<file path="src/rtl/vlsu_meta_queue_if.sv">
// rtl/vlsu_meta_queue_if.sv - enqueue, head/lookahead and retire signals of the VLSU metadata queue
interface vlsu_meta_queue_if #(
  parameter int  Depth      = 4,
  parameter type meta_glb_t = logic [7:0]
);
  localparam int CntW = $clog2(Depth + 1);

  logic            meta_valid_i;
  logic            meta_ready_o;
  meta_glb_t       meta_i;
  logic            head_valid_o;
  meta_glb_t       head_o;
  logic            next_valid_o;
  meta_glb_t       next_o;
  logic            head_done_i;
  logic            flush_i;
  logic [CntW-1:0] usage_o;
  logic            deq_err_o;

  // Control machine / data controller side
  modport master (
    output meta_valid_i, meta_i, head_done_i, flush_i,
    input  meta_ready_o, head_valid_o, head_o, next_valid_o, next_o, usage_o, deq_err_o
  );

  // Queue side
  modport slave (
    input  meta_valid_i, meta_i, head_done_i, flush_i,
    output meta_ready_o, head_valid_o, head_o, next_valid_o, next_o, usage_o, deq_err_o
  );
endinterface

</file>
<file path="src/rtl/vlsu_meta_queue.sv">
// rtl/vlsu_meta_queue.sv - circular buffer of in-flight VLSU global metadata with head and lookahead views
module vlsu_meta_queue #(
  parameter int  Depth      = 4,
  parameter type meta_glb_t = logic [7:0]
) (
  input  logic           clk_i,
  input  logic           rst_ni,
  vlsu_meta_queue_if.slave q
);
  localparam int PtrW = $clog2(Depth);
  localparam int CntW = $clog2(Depth + 1);

  meta_glb_t       mem [Depth];
  logic [PtrW-1:0] wr_ptr;
  logic [PtrW-1:0] rd_ptr;
  logic [PtrW-1:0] nx_ptr;
  logic [CntW-1:0] count;
  logic            deq_err;
  logic            enq_fire;
  logic            deq_fire;

  // Ready depends only on the registered count, so a retire in a full cycle cannot open the gate early.
  assign q.meta_ready_o = (count != CntW'(Depth));
  assign enq_fire       = q.meta_valid_i && q.meta_ready_o;
  // A retire against an empty queue never moves state, even if an enqueue lands in the same cycle.
  assign deq_fire       = q.head_done_i && (count != '0);

  // Lookahead pointer wraps on its own through the power-of-two pointer width.
  assign nx_ptr         = rd_ptr + PtrW'(1);

  assign q.head_o       = mem[rd_ptr];
  assign q.next_o       = mem[nx_ptr];
  assign q.head_valid_o = (count >= CntW'(1));
  assign q.next_valid_o = (count >= CntW'(2));
  assign q.usage_o      = count;
  assign q.deq_err_o    = deq_err;

  // Payload storage is not reset; the valid flags qualify what is visible.
  always_ff @(posedge clk_i) begin
    if (enq_fire && !q.flush_i) begin
      mem[wr_ptr] <= q.meta_i;
    end
  end

  // Pointer, occupancy and sticky error bookkeeping; flush discards same-cycle traffic.
  always_ff @(posedge clk_i or negedge rst_ni) begin
    if (!rst_ni) begin
      wr_ptr  <= '0;
      rd_ptr  <= '0;
      count   <= '0;
      deq_err <= 1'b0;
    end else if (q.flush_i) begin
      wr_ptr  <= '0;
      rd_ptr  <= '0;
      count   <= '0;
      deq_err <= 1'b0;
    end else begin
      if (enq_fire) begin
        wr_ptr <= wr_ptr + PtrW'(1);
      end
      if (deq_fire) begin
        rd_ptr <= nx_ptr;
      end
      if (q.head_done_i && (count == '0)) begin
        deq_err <= 1'b1;
      end
      unique case ({enq_fire, deq_fire})
        2'b10:   count <= count + CntW'(1);
        2'b01:   count <= count - CntW'(1);
        default: count <= count;
      endcase
    end
  end
endmodule

</file>
<file path="src/flat_wrapper.sv">
// flat-port wrapper written by rule: the top's interface ports become plain ports
module vlsu_meta_queue_flat 
#(
  parameter int  Depth      = 4,
  parameter type meta_glb_t = logic [7:0]
)
  (clk_i, rst_ni, q_meta_valid_i, q_meta_i, q_head_done_i, q_flush_i, q_meta_ready_o, q_head_valid_o, q_head_o, q_next_valid_o, q_next_o, q_usage_o, q_deq_err_o);
  vlsu_meta_queue_if #(.Depth(Depth), .meta_glb_t(meta_glb_t)) q_i ();
  input  logic clk_i;
  input  logic rst_ni;
  input wire logic [$bits(q_i.meta_valid_i)-1:0] q_meta_valid_i;
  input wire logic [$bits(q_i.meta_i)-1:0] q_meta_i;
  input wire logic [$bits(q_i.head_done_i)-1:0] q_head_done_i;
  input wire logic [$bits(q_i.flush_i)-1:0] q_flush_i;
  output wire logic [$bits(q_i.meta_ready_o)-1:0] q_meta_ready_o;
  output wire logic [$bits(q_i.head_valid_o)-1:0] q_head_valid_o;
  output wire logic [$bits(q_i.head_o)-1:0] q_head_o;
  output wire logic [$bits(q_i.next_valid_o)-1:0] q_next_valid_o;
  output wire logic [$bits(q_i.next_o)-1:0] q_next_o;
  output wire logic [$bits(q_i.usage_o)-1:0] q_usage_o;
  output wire logic [$bits(q_i.deq_err_o)-1:0] q_deq_err_o;
  assign q_i.meta_valid_i = q_meta_valid_i;
  assign q_i.meta_i = q_meta_i;
  assign q_i.head_done_i = q_head_done_i;
  assign q_i.flush_i = q_flush_i;
  assign q_meta_ready_o = q_i.meta_ready_o;
  assign q_head_valid_o = q_i.head_valid_o;
  assign q_head_o = q_i.head_o;
  assign q_next_valid_o = q_i.next_valid_o;
  assign q_next_o = q_i.next_o;
  assign q_usage_o = q_i.usage_o;
  assign q_deq_err_o = q_i.deq_err_o;
  vlsu_meta_queue #(.Depth(Depth), .meta_glb_t(meta_glb_t)) u_core (.clk_i(clk_i), .rst_ni(rst_ni), .q(q_i));
endmodule
</file>
<file path="config.mk">
export PLATFORM = sky130hd
export DESIGN_NAME = vlsu_meta_queue_flat
export DESIGN_NICKNAME = d
export VERILOG_FILES = /design/src/rtl/vlsu_meta_queue_if.sv /design/src/rtl/vlsu_meta_queue.sv /design/src/flat_wrapper.sv
export SDC_FILE = /design/constraint.sdc
export NUM_CORES = 1
export LEC_CHECK = 0
export CORE_UTILIZATION = 40
export DETAILED_ROUTE_END_ITERATION = 12
export GPL_TIMING_DRIVEN = 0
export RECOVER_POWER = 25
export SKIP_CTS_REPAIR_TIMING = 1
export SYNTH_ARGS = -nofsm -noshare
export SYNTH_HDL_FRONTEND = slang
export SYNTH_SLANG_ARGS = --single-unit
</file>
<file path="constraint.sdc">
create_clock -name clk_i -period 3.3 [get_ports clk_i]
set_input_delay 0.99 -clock clk_i [delete_from_list [all_inputs] [get_ports clk_i]]
set_output_delay 0.99 -clock clk_i [all_outputs]
set_load 0.02 [all_outputs]
</file>
==> results of run 1 <==
[final timing paths]
check	to	slack, ns	cells after the start
max in group asynchronous	u_core.wr_ptr[1]	1.95	1
worst max-delay path	q_head_o[2]	0.15	4
worst min-delay path	u_core.q.deq_err_o	0.52	2
min in group asynchronous	u_core.q.deq_err_o	1.06	1
worst max register to register	u_core.mem[1][3]	1.15	5
worst min register to register	u_core.q.deq_err_o	0.52	2
[metal layers]
layer	track usage, %	routed length (µm)	up-vias
met1	19.2	1440	557
met4	3.33	35	0
met2	28.3	1900	22
met5	0	0	-
met3	4.22	109	4
li1	-	-	519
[power groups by stage]
stage	clock (W)	sequential, W	combinational, W
2_1_floorplan	0	0.000657	0.000526
3_3_place_gp	0	0.000639	0.000834
3_5_place_dp	0	0.000643	0.000840
4_1_cts	0.000415	0.000634	0.000843
5_1_grt	0.000439	0.000650	0.000891
6_report	0.000403	0.000640	0.000827
[cells in the final DEF (no fill, tap or decap), drive strengths merged]
master	n
and2	5
ha	8
clkbuf	7
maj3	1
xnor2	3
nand2	5
nor2b	2
a21boi	1
nand2b	1
mux2	2
nor3	1
xor2	1
bufinv	1
a21oi	4
mux4	16
a211oi	2
a21bo	1
clkdlybuf4s50	28
nor2	8
nand3	1
dlygate4sd3	6
dfrtp	8
or3	1
buf	3
or2	1
clkinvlp	1
inv	5
edfxtp	32
[synth_stat cells (all sizes together)]
cell and count:
edfxtp 32, dfrtp 8, or2 1, and2 5, nor3 1, buf 4
nor2b 2, or3 1, a21oi 4, a21bo 1, ha 8, mux4 16
a211oi 2, nand2b 1, nor2 8, xor2 1, maj3 1, xnor2 3
clkbuf 2, nand2 5, nand3 1, a21boi 1, mux2 2, inv 4
[cells by family (layout without fill, tap and decap cells)]
kind of cell	Yosys count	after routing	synth area share (%)
AO/OA/AOI/OAI	8	8	2.99
XOR/XNOR	4	4	1.82
adder cells (fa/ha/maj)	9	9	5.78
buffers and inverters	10	51	2.66
flip-flops	40	40	60.2
multiplexers	18	18	19.9
AND/OR/NAND/NOR	25	25	6.68
[through the flow]
step	total power, W	setup TNS (ns)	cells
detailed placement	0.00148	0	200
floorplan	0.00118	0	114
global route	0.00198	0	207
finish	0.00187	0	207
CTS	0.00189	-0.245	208
global placement	0.00147	0	200
[registers in the layout, indices dropped and copies added (netlist names)]
name / flops
u_core.q.usage_o: 3
u_core.rd_ptr: 2
u_core.mem: 32
u_core.q.deq_err_o: 1
u_core.wr_ptr: 2
[layout make-up]
type                    instances  area [µm²]
repair buffers                 34         340
well taps                      52        65.1
plain buffers                   5        38.8
clock buffers                   5        68.8
multi-input cells              64         716
clock inverters                 3        46.3
fillers                       383        2050
flip-flops and latches         40        1160
inverters                       4        15.0
[worst max-delay path: cells and delay by family, from the launching register on]
kind,cells,cell delay [ns]
buf+inv,3,1.01
flops,1,0.33
mux,1,0.53
==> metrics.yaml, run 1 <==
run_status:
  status: "completed"
yosys:
  synth_cell_type_count: 27
  netlist_area_mm2: 0.00193
  synth_area_leaders: "edfxtp_1 50%, mux4_2 19%, dfrtp_1 10%"
  yosysTopAreaCellShare_pct: 49.8
  synth_top_cell_by_area: "edfxtp_1"
  yosys_warnings: 0
  synth.net_count: 135
  netlist_instances: 114
  ys_seq_area_share_pct: 60.2
  synth_area_per_cell_um2: 16.9
  synth_seq_cells: 40
pwr:
  p_clk_share_pct: 21.5
  sw_frac_of_total_pct: 32.8
  p_sw_w: 0.000613
  powerDensity_mw_per_mm2: 762
  comb_power_share_pct: 44.2
  irDropWorstVdd_v: 0.000274
  p_int_w: 0.00126
  p_leak_nw: 0.863
  seq_power_share_pct: 34.2
layout:
  syn_to_final_growth_pct: 27.1
  fin_util_pct: 54.4
  drive_gt1_share_pct: 21.3
  layout.nets: 175
  fin_area_mm2: 0.00245
  n_antenna_cell: 0
sta:
  layout_min_cycle_time_ns: 3.15
  hold_slack_ns: 0.524
  fmax_mhz: 318
  finalWorstSetupSlack_ns: 0.151
  fin_skew_ns: 0.00812
  drv_slew: 0
  slew_headroom_pct: 67.4
  final-setup-viol-count: 0
  period_share_pct: 95.4
  tightestPinTransition_ns: 0.488
  rsz0062_at_grt: "false"
  hold_violations: 0
placed_design:
  place_area_mm2: 0.00233
  io_buffer_count: 34
  dp_hpwl_um: 2480
  globalplace.congestion: 0.776
  detailedPlace.worstSlack_ns: 0.284
floorplan:
  die_w_um: 71.4
  core_area_mm2: 0.00450
  die_y_um: 71.4
  rows: 24
  die_area_mm2: 0.00510
  io_pins: 36
  initial_core_util_pct: 42.8
global_routing:
  grt_pass1_wl_um: 5910
  grt_max_degree: 15
  grt_pass1_vias: 1179
  grtUsageTotal_pct: 15.8
  grt-ovfl-total: 0
  antenna_found_initial: 0
setup_path:
  crit_required_ns: 2.31
  endpoint_kind: "output pin"
  cpPeakStageDelay_ns: 0.55
  cp_max_fo: 10
  r2r-start: "u_core.q.usage_o[0]"
  critPathSlowestCell: "clkdlybuf4s50_1"
  worstPathArrival_ns: 2.16
  startpoint_type: "flop"
  startpoint: "u_core.rd_ptr[0]"
  path_class: "flop to output pin"
  path_cells: "clkbuf_4 -> buf_6 -> mux4_2 -> clkdlybuf4s50_1"
drt:
  wirelength_um: 3490
  first_pass_iters: 4
  drt_iter0_drc: 124
  via_per_inst: 5.32
  wl_per_cell_um: 16.9
  drtAntennaViolNets: 0
  dr_total_vias: 1102
  drcViolationCount: 0
run:
  maxCapViolCount: 0
clock_network:
  insertion_delay_ns: 0.29
  clockBufferDepth: 2
  htreeDepth: 2
  cts_sinks: 40
  tritoncts: "yes"
  clk_pin_slew_ns: 0.08
  cts_root_buf: "clkbuf_8"
  cts_buffers: 5
worst_hold_path:
  hold_path_class: "flop to flop"
  hp-start: "u_core.q.deq_err_o"
Power figures use the tool's default switching activity.
==> inputs of run 2 (changes only) <==
--- a/config.mk
+++ b/config.mk
@@ -5,9 +5,12 @@
 export SDC_FILE = /design/constraint.sdc
 export NUM_CORES = 1
 export LEC_CHECK = 0
+export CELL_PAD_IN_SITES_DETAIL_PLACEMENT = 1
+export CELL_PAD_IN_SITES_GLOBAL_PLACEMENT = 1
 export CORE_UTILIZATION = 40
 export DETAILED_ROUTE_END_ITERATION = 12
 export GPL_TIMING_DRIVEN = 0
+export PLACE_DENSITY_LB_ADDON = 0.1
 export RECOVER_POWER = 25
 export SKIP_CTS_REPAIR_TIMING = 1
 export SYNTH_ARGS = -nofsm -noshare
==> constraint.sdc (replaced) <==
create_clock -name clk_i -period 3 [get_ports clk_i]
set_input_delay 0.9 -clock clk_i [delete_from_list [all_inputs] [get_ports clk_i]]
set_output_delay 0.9 -clock clk_i [all_outputs]
set_load 0.02 [all_outputs]
==> metrics.yaml, run 2 (synthesis results as in run 1) <==
sta:
  drv_slew: 0  # unchanged
  final-setup-viol-count: 0  # unchanged
  layout_min_cycle_time_ns: 2.89
  fmax_mhz: 346
  setup_tns_ns: 0  # unchanged
  period_share_pct: 96.3
  slew_headroom_pct: 61.9  # -5.5 points
  fin_skew_ns: 0.00331  # -0.00481 ns
  tightestPinTransition_ns: 0.570  # +0.0823 ns
  hold_violations: 0  # unchanged
  rsz0062_at_grt: "false"
run_status:
  status: "completed"
global_routing:
  grt-ovfl-total: 0  # unchanged
  antenna_found_initial: 0  # unchanged
  grt_max_degree: 13  # -2
  grt_pass1_vias: 1208  # +2.5%
  grtUsageTotal_pct: 15.9  # +0.14 points
  grt_pass1_wl_um: 5850  # -0.93%
layout:
  n_antenna_cell: 0  # unchanged
  syn_to_final_growth_pct: 26.3
  layout.nets: 175  # unchanged
  largest_reg_flops: 32  # unchanged
  layout_common_cells: "32 x edfxtp_1, 22 x clkdlybuf4s50_1, 16 x mux4_2, 8 x nor2_1, 8 x ha_1"
  final_common_cell: "edfxtp_1"
  nFillCells: 429  # +12%
  fin_cells: 207  # unchanged
  regMostFlops: "u_core.mem"
  drive_gt1_share_pct: 21.3  # unchanged
drt:
  dr_total_vias: 1105  # +0.27%
  wl_per_cell_um: 17.4  # +3.2%
  drcViolationCount: 0  # unchanged
  drt_iter0_drc: 14  # -89%
  via_per_inst: 5.34  # +0.27%
  first_pass_iters: 4  # unchanged
  drtAntennaViolNets: 0  # unchanged
  wirelength_um: 3600  # +3.2%
setup_path:
  endpoint_kind: "output pin"
  worstPathArrival_ns: 1.99  # -0.17 ns
  path_class: "flop to output pin"
  cpPeakStageDelay_ns: 0.55  # about the same
  endpoint: "q_head_o[7]"
  critPathSlowestCell: "clkdlybuf4s50_1"
  path_cells: "buf_2 -> mux4_2 -> clkdlybuf4s50_1"
  r2r_end: "u_core.mem[0][7]"
  rr_worst_depth: 5  # unchanged
  regToRegSetupSlack_ns: 0.91  # -0.24 ns
  r2r-start: "u_core.q.usage_o[1]"
  cp_max_fo: 10  # unchanged
  startpoint: "u_core.rd_ptr[1]"
  crit_required_ns: 2.10  # -0.21 ns
  startpoint_type: "flop"
floorplan:
  die_w_um: 71.4  # unchanged
  die_y_um: 71.4  # unchanged
  core_area_mm2: 0.00450  # unchanged
  rows: 24  # unchanged
  initial_core_util_pct: 42.8  # unchanged
  io_pins: 36  # unchanged
  die_area_mm2: 0.00510  # unchanged
clock_network:
  cts_sinks: 40  # unchanged
  cts_root_buf: "clkbuf_8"
  tritoncts: "yes"
  insertion_delay_ns: 0.28  # about the same
  clockBufferDepth: 2  # unchanged
  clk_pin_slew_ns: 0.07  # about the same
  cts_buffers: 5  # unchanged
  htreeDepth: 2  # unchanged
pwr:
  irDropWorstVdd_v: 0.000391  # +43%
  p_leak_nw: 0.907  # +5.1%
  powerDensity_mw_per_mm2: 796  # +4.4%
placed_design:
  globalplace.congestion: 0.724  # -6.7%
  dp_hpwl_um: 2680  # +8.3%
  io_buffer_count: 34  # unchanged
  dp_cells: 200  # unchanged
run:
  maxCapViolCount: 0  # unchanged
worst_hold_path:
  hold_path_class: "flop to flop"
-- run 2: changes by cell type in the layout (fill, tap and decap cells not counted), sizes merged --
cell | before | now
inv | 5 | 4
clkdlybuf4s50 | 28 | 22
buf | 3 | 4
clkinvlp | 1 | 0
clkbuf | 7 | 6
dlymetal6s2s | 0 | 6
bufinv | 1 | 0
clkinv | 0 | 3
-- run 2: how the worst min path moves through the flow --
stage                            start                  to  slack, ns  cells after the start
global route        u_core.q.deq_err_o  u_core.q.deq_err_o       0.57                      2
floorplan             u_core.wr_ptr[1]    u_core.wr_ptr[1]       0.54                      2
CTS                 u_core.q.deq_err_o  u_core.q.deq_err_o       0.53                      2
global placement    u_core.q.deq_err_o  u_core.q.deq_err_o       0.50                      2
finish              u_core.q.deq_err_o  u_core.q.deq_err_o       0.53                      2
detailed placement  u_core.q.deq_err_o  u_core.q.deq_err_o       0.51                      2
-- run 2: layout make-up --
class	instances	area (µm²)	share of cell area, %
clock buffer	5	68.8	2.83
sequential	40	1160	47.7
tap	52	65.1	2.67
inverter	4	15.0	0.617
timing repair buffer	34	355	14.6
clock inverter	3	13.8	0.565
multi-input combinational	64	716	29.4
buffer	5	38.8	1.59
-- run 2: routing by layer --
layer	track usage [%]	wire (µm)	share of wire, %	vias up
met1	16.5	1350	37	560
met2	30.2	2060	57	27
met5	0	0	0	-
met4	5.33	50	1.4	0
li1	-	-	-	512
met3	5.06	143	4.0	6
-- run 2: per-stage QoR --
step | util (%) | cell area [µm²] | worst slack, ns | total power, W | hold WS [ns]
2_1_floorplan | - | 1930 | 0.734 | 0.00130 | 0.543
3_3_place_gp | 51.8 | 2330 | 0.0962 | 0.00162 | 0.504
3_5_place_dp | 51.8 | 2330 | 0.0499 | 0.00165 | 0.511
4_1_cts | 53.6 | 2420 | -0.267 | 0.00197 | 0.530
5_1_grt | 54.1 | 2430 | 0.0127 | 0.00205 | 0.571
6_report | 54.1 | 2430 | 0.110 | 0.00194 | 0.531
-- run 2: critical path, delay by kind of cell, from the launching register on --
kind                   cells  cell delay [ns]
buffers and inverters      2             0.87
DFF                        1             0.50
muxes                      1             0.34
-- run 2: where the power goes --
group          total (W)  internal [W]  switching, W
Combinational   0.000911      0.000472      0.000438
Clock           0.000323      0.000157      0.000165
Sequential      0.000706      0.000656     0.0000498
==> inputs of run 3 (changes only) <==
--- a/config.mk
+++ b/config.mk
@@ -7,12 +7,14 @@
 export LEC_CHECK = 0
 export CELL_PAD_IN_SITES_DETAIL_PLACEMENT = 1
 export CELL_PAD_IN_SITES_GLOBAL_PLACEMENT = 1
-export CORE_UTILIZATION = 40
+export CORE_UTILIZATION = 43
 export DETAILED_ROUTE_END_ITERATION = 12
 export GPL_TIMING_DRIVEN = 0
+export MAX_ROUTING_LAYER = met4
 export PLACE_DENSITY_LB_ADDON = 0.1
 export RECOVER_POWER = 25
 export SKIP_CTS_REPAIR_TIMING = 1
 export SYNTH_ARGS = -nofsm -noshare
 export SYNTH_HDL_FRONTEND = slang
 export SYNTH_SLANG_ARGS = --single-unit
+export TNS_END_PERCENT = 30
==> metrics.yaml, run 3 (synthesis results as in run 1) <==
setup_path:
  crit_required_ns: 2.10  # about the same
  cp_max_fo: 10  # unchanged
  worstPathArrival_ns: 2.01  # +0.02 ns
  path_class: "flop to output pin"
  rr_worst_depth: 5  # unchanged
  startpoint_type: "flop"
  endpoint_kind: "output pin"
global_routing:
  met2_usage_pct: 29.5  # -0.67 points
  grtUsageTotal_pct: 18.6  # +2.7 points
  grt-ovfl-total: 0  # unchanged
  grt_busiest_layer: "met2"
  grt_pass1_vias: 1222  # +1.2%
  use_met3_pct: 7.24  # +2.2 points
  grtUsageMet1_pct: 21.5  # +5.0 points
  grt_max_degree: 15  # +2
  antenna_found_initial: 0  # unchanged
  grt_pass1_wl_um: 5780  # -1.3%
drt:
  via_per_inst: 5.41  # +1.3%
  wirelength_um: 3730  # +3.6%
  drtAntennaViolNets: 0  # unchanged
  drt_iter0_drc: 64  # +50
  dr_total_vias: 1109  # +0.36%
  drcViolationCount: 0  # unchanged
  first_pass_iters: 4  # unchanged
  wl_per_cell_um: 18.2  # +4.6%
pwr:
  powerDensity_mw_per_mm2: 837  # +5.1%
  p_leak_nw: 0.916  # +0.99%
  irDropWorstVdd_v: 0.000522  # +34%
layout:
  layout_common_cells: "32 x edfxtp_1, 22 x clkdlybuf4s50_1, 16 x mux4_2, 8 x nor2_1, 8 x ha_1"
  n_antenna_cell: 0  # unchanged
  fin_util_pct: 59.5  # +5.4 points
  final_common_cell: "edfxtp_1"
  syn_to_final_growth_pct: 27.8
  regMostFlops: "u_core.mem"
  fin_cells: 205  # -0.97%
  drive_gt1_share_pct: 21.9  # +0.65 points
  nFillCells: 377  # -12%
  largest_reg_flops: 32  # unchanged
  layout.nets: 175  # unchanged
sta:
  fmax_mhz: 343  # -0.87%
  period_share_pct: 97.2  # +0.84 points
  fin_skew_ns: 0.00571  # +0.00240 ns
  hold_slack_ns: 0.517  # -0.0141 ns
  tightestPinTransition_ns: 0.557  # -0.0135 ns
  final-setup-viol-count: 0  # unchanged
  hold_violations: 0  # unchanged
  drv_slew: 0  # unchanged
  slew_headroom_pct: 62.8  # +0.90 points
  rsz0062_at_grt: "false"
  layout_min_cycle_time_ns: 2.91  # +0.0253 ns
clock_network:
  insertion_delay_ns: 0.30  # +0.02 ns
  tritoncts: "yes"
  cts_buffers: 5  # unchanged
  htreeDepth: 2  # unchanged
  clk_pin_slew_ns: 0.08  # about the same
  clockBufferDepth: 2  # unchanged
  cts_root_buf: "clkbuf_8"
  cts_sinks: 40  # unchanged
placed_design:
  dp_cells: 198  # -1.0%
  globalplace.congestion: 0.716  # -1.2%
  io_buffer_count: 34  # unchanged
  dp_hpwl_um: 2850  # +6.3%
floorplan:
  die_w_um: 69.0  # -3.5%
  die_y_um: 69.0  # -3.5%
  die_area_mm2: 0.00476  # -6.8%
  core_area_mm2: 0.00414  # -8.0%
  initial_core_util_pct: 46.5  # +3.7 points
  rows: 23  # -4.2%
  io_pins: 36  # unchanged
run_status:
  status: "completed"
worst_hold_path:
  hold_depth: 2  # unchanged
  hold_path_class: "flop to flop"
run:
  maxCapViolCount: 0  # unchanged
run 3: cell types whose count changed in the layout (fill, tap and decap cells not counted), sizes merged:
cell      before  now
bufinv         0    1
inv            4    5
clkbuf         6    7
clkinvlp       0    1
buf            4    3
clkinv         3    0
run 3: path summary, 6_finish.rpt:
check                      slack (ns)                   to                 from
setup / recovery                 0.09          q_next_o[5]     u_core.rd_ptr[1]
hold / removal                   0.52   u_core.q.deq_err_o   u_core.q.deq_err_o
setup reg to reg                 0.91     u_core.mem[0][1]  u_core.q.usage_o[1]
hold reg to reg                  0.52   u_core.q.deq_err_o   u_core.q.deq_err_o
max in group asynchronous        1.70     u_core.rd_ptr[1]               rst_ni
min in group asynchronous        0.98  u_core.q.usage_o[2]               rst_ni
run 3: power by group:
| part | switching, W | leakage [nW] | internal [W] | total (W) |
|---|---|---|---|---|
| sequential | 0.0000499 | 0.395 | 0.000655 | 0.000705 |
| combinational | 0.000444 | 0.466 | 0.000471 | 0.000915 |
| clock | 0.000192 | 0.0548 | 0.000250 | 0.000443 |
run 3: critical path, cell delays in order, from the launching register on:
cell and delay [ns]:
dfrtp_2 0.50, buf_2 0.32, mux4_2 0.34, clkdlybuf4s50_1 0.55
run 3: per-stage QoR:
step	setup slack [ns]	TNS, ns	area, µm²	total power (W)
after detailed placement	0.0524	0	2330	0.00165
after CTS	-0.270	-2.44	2450	0.00209
after global placement	0.0934	0	2330	0.00162
after global routing	0.00649	0	2460	0.00219
after floorplan	0.734	0	1930	0.00130
final	0.0850	0	2460	0.00206
run 3: layer usage:
metal / vias up / routed length (µm)
met4: 0 / 16
li1: 513 / -
met1: 555 / 1560
met2: 37 / 1950
met5: - / 0
met3: 4 / 207
run 3: layout make-up:
cell class              instances  area [µm²]  area share (%)
plain buffers                   5        38.8            1.57
repair buffers                 34         355            14.4
multi-input cells              64         716            29.0
clock buffers                   5        68.8            2.79
inverters                       4        15.0           0.609
clock inverters                 3        46.3            1.88
well taps                      50        62.6            2.54
flip-flops and latches         40        1160            47.2
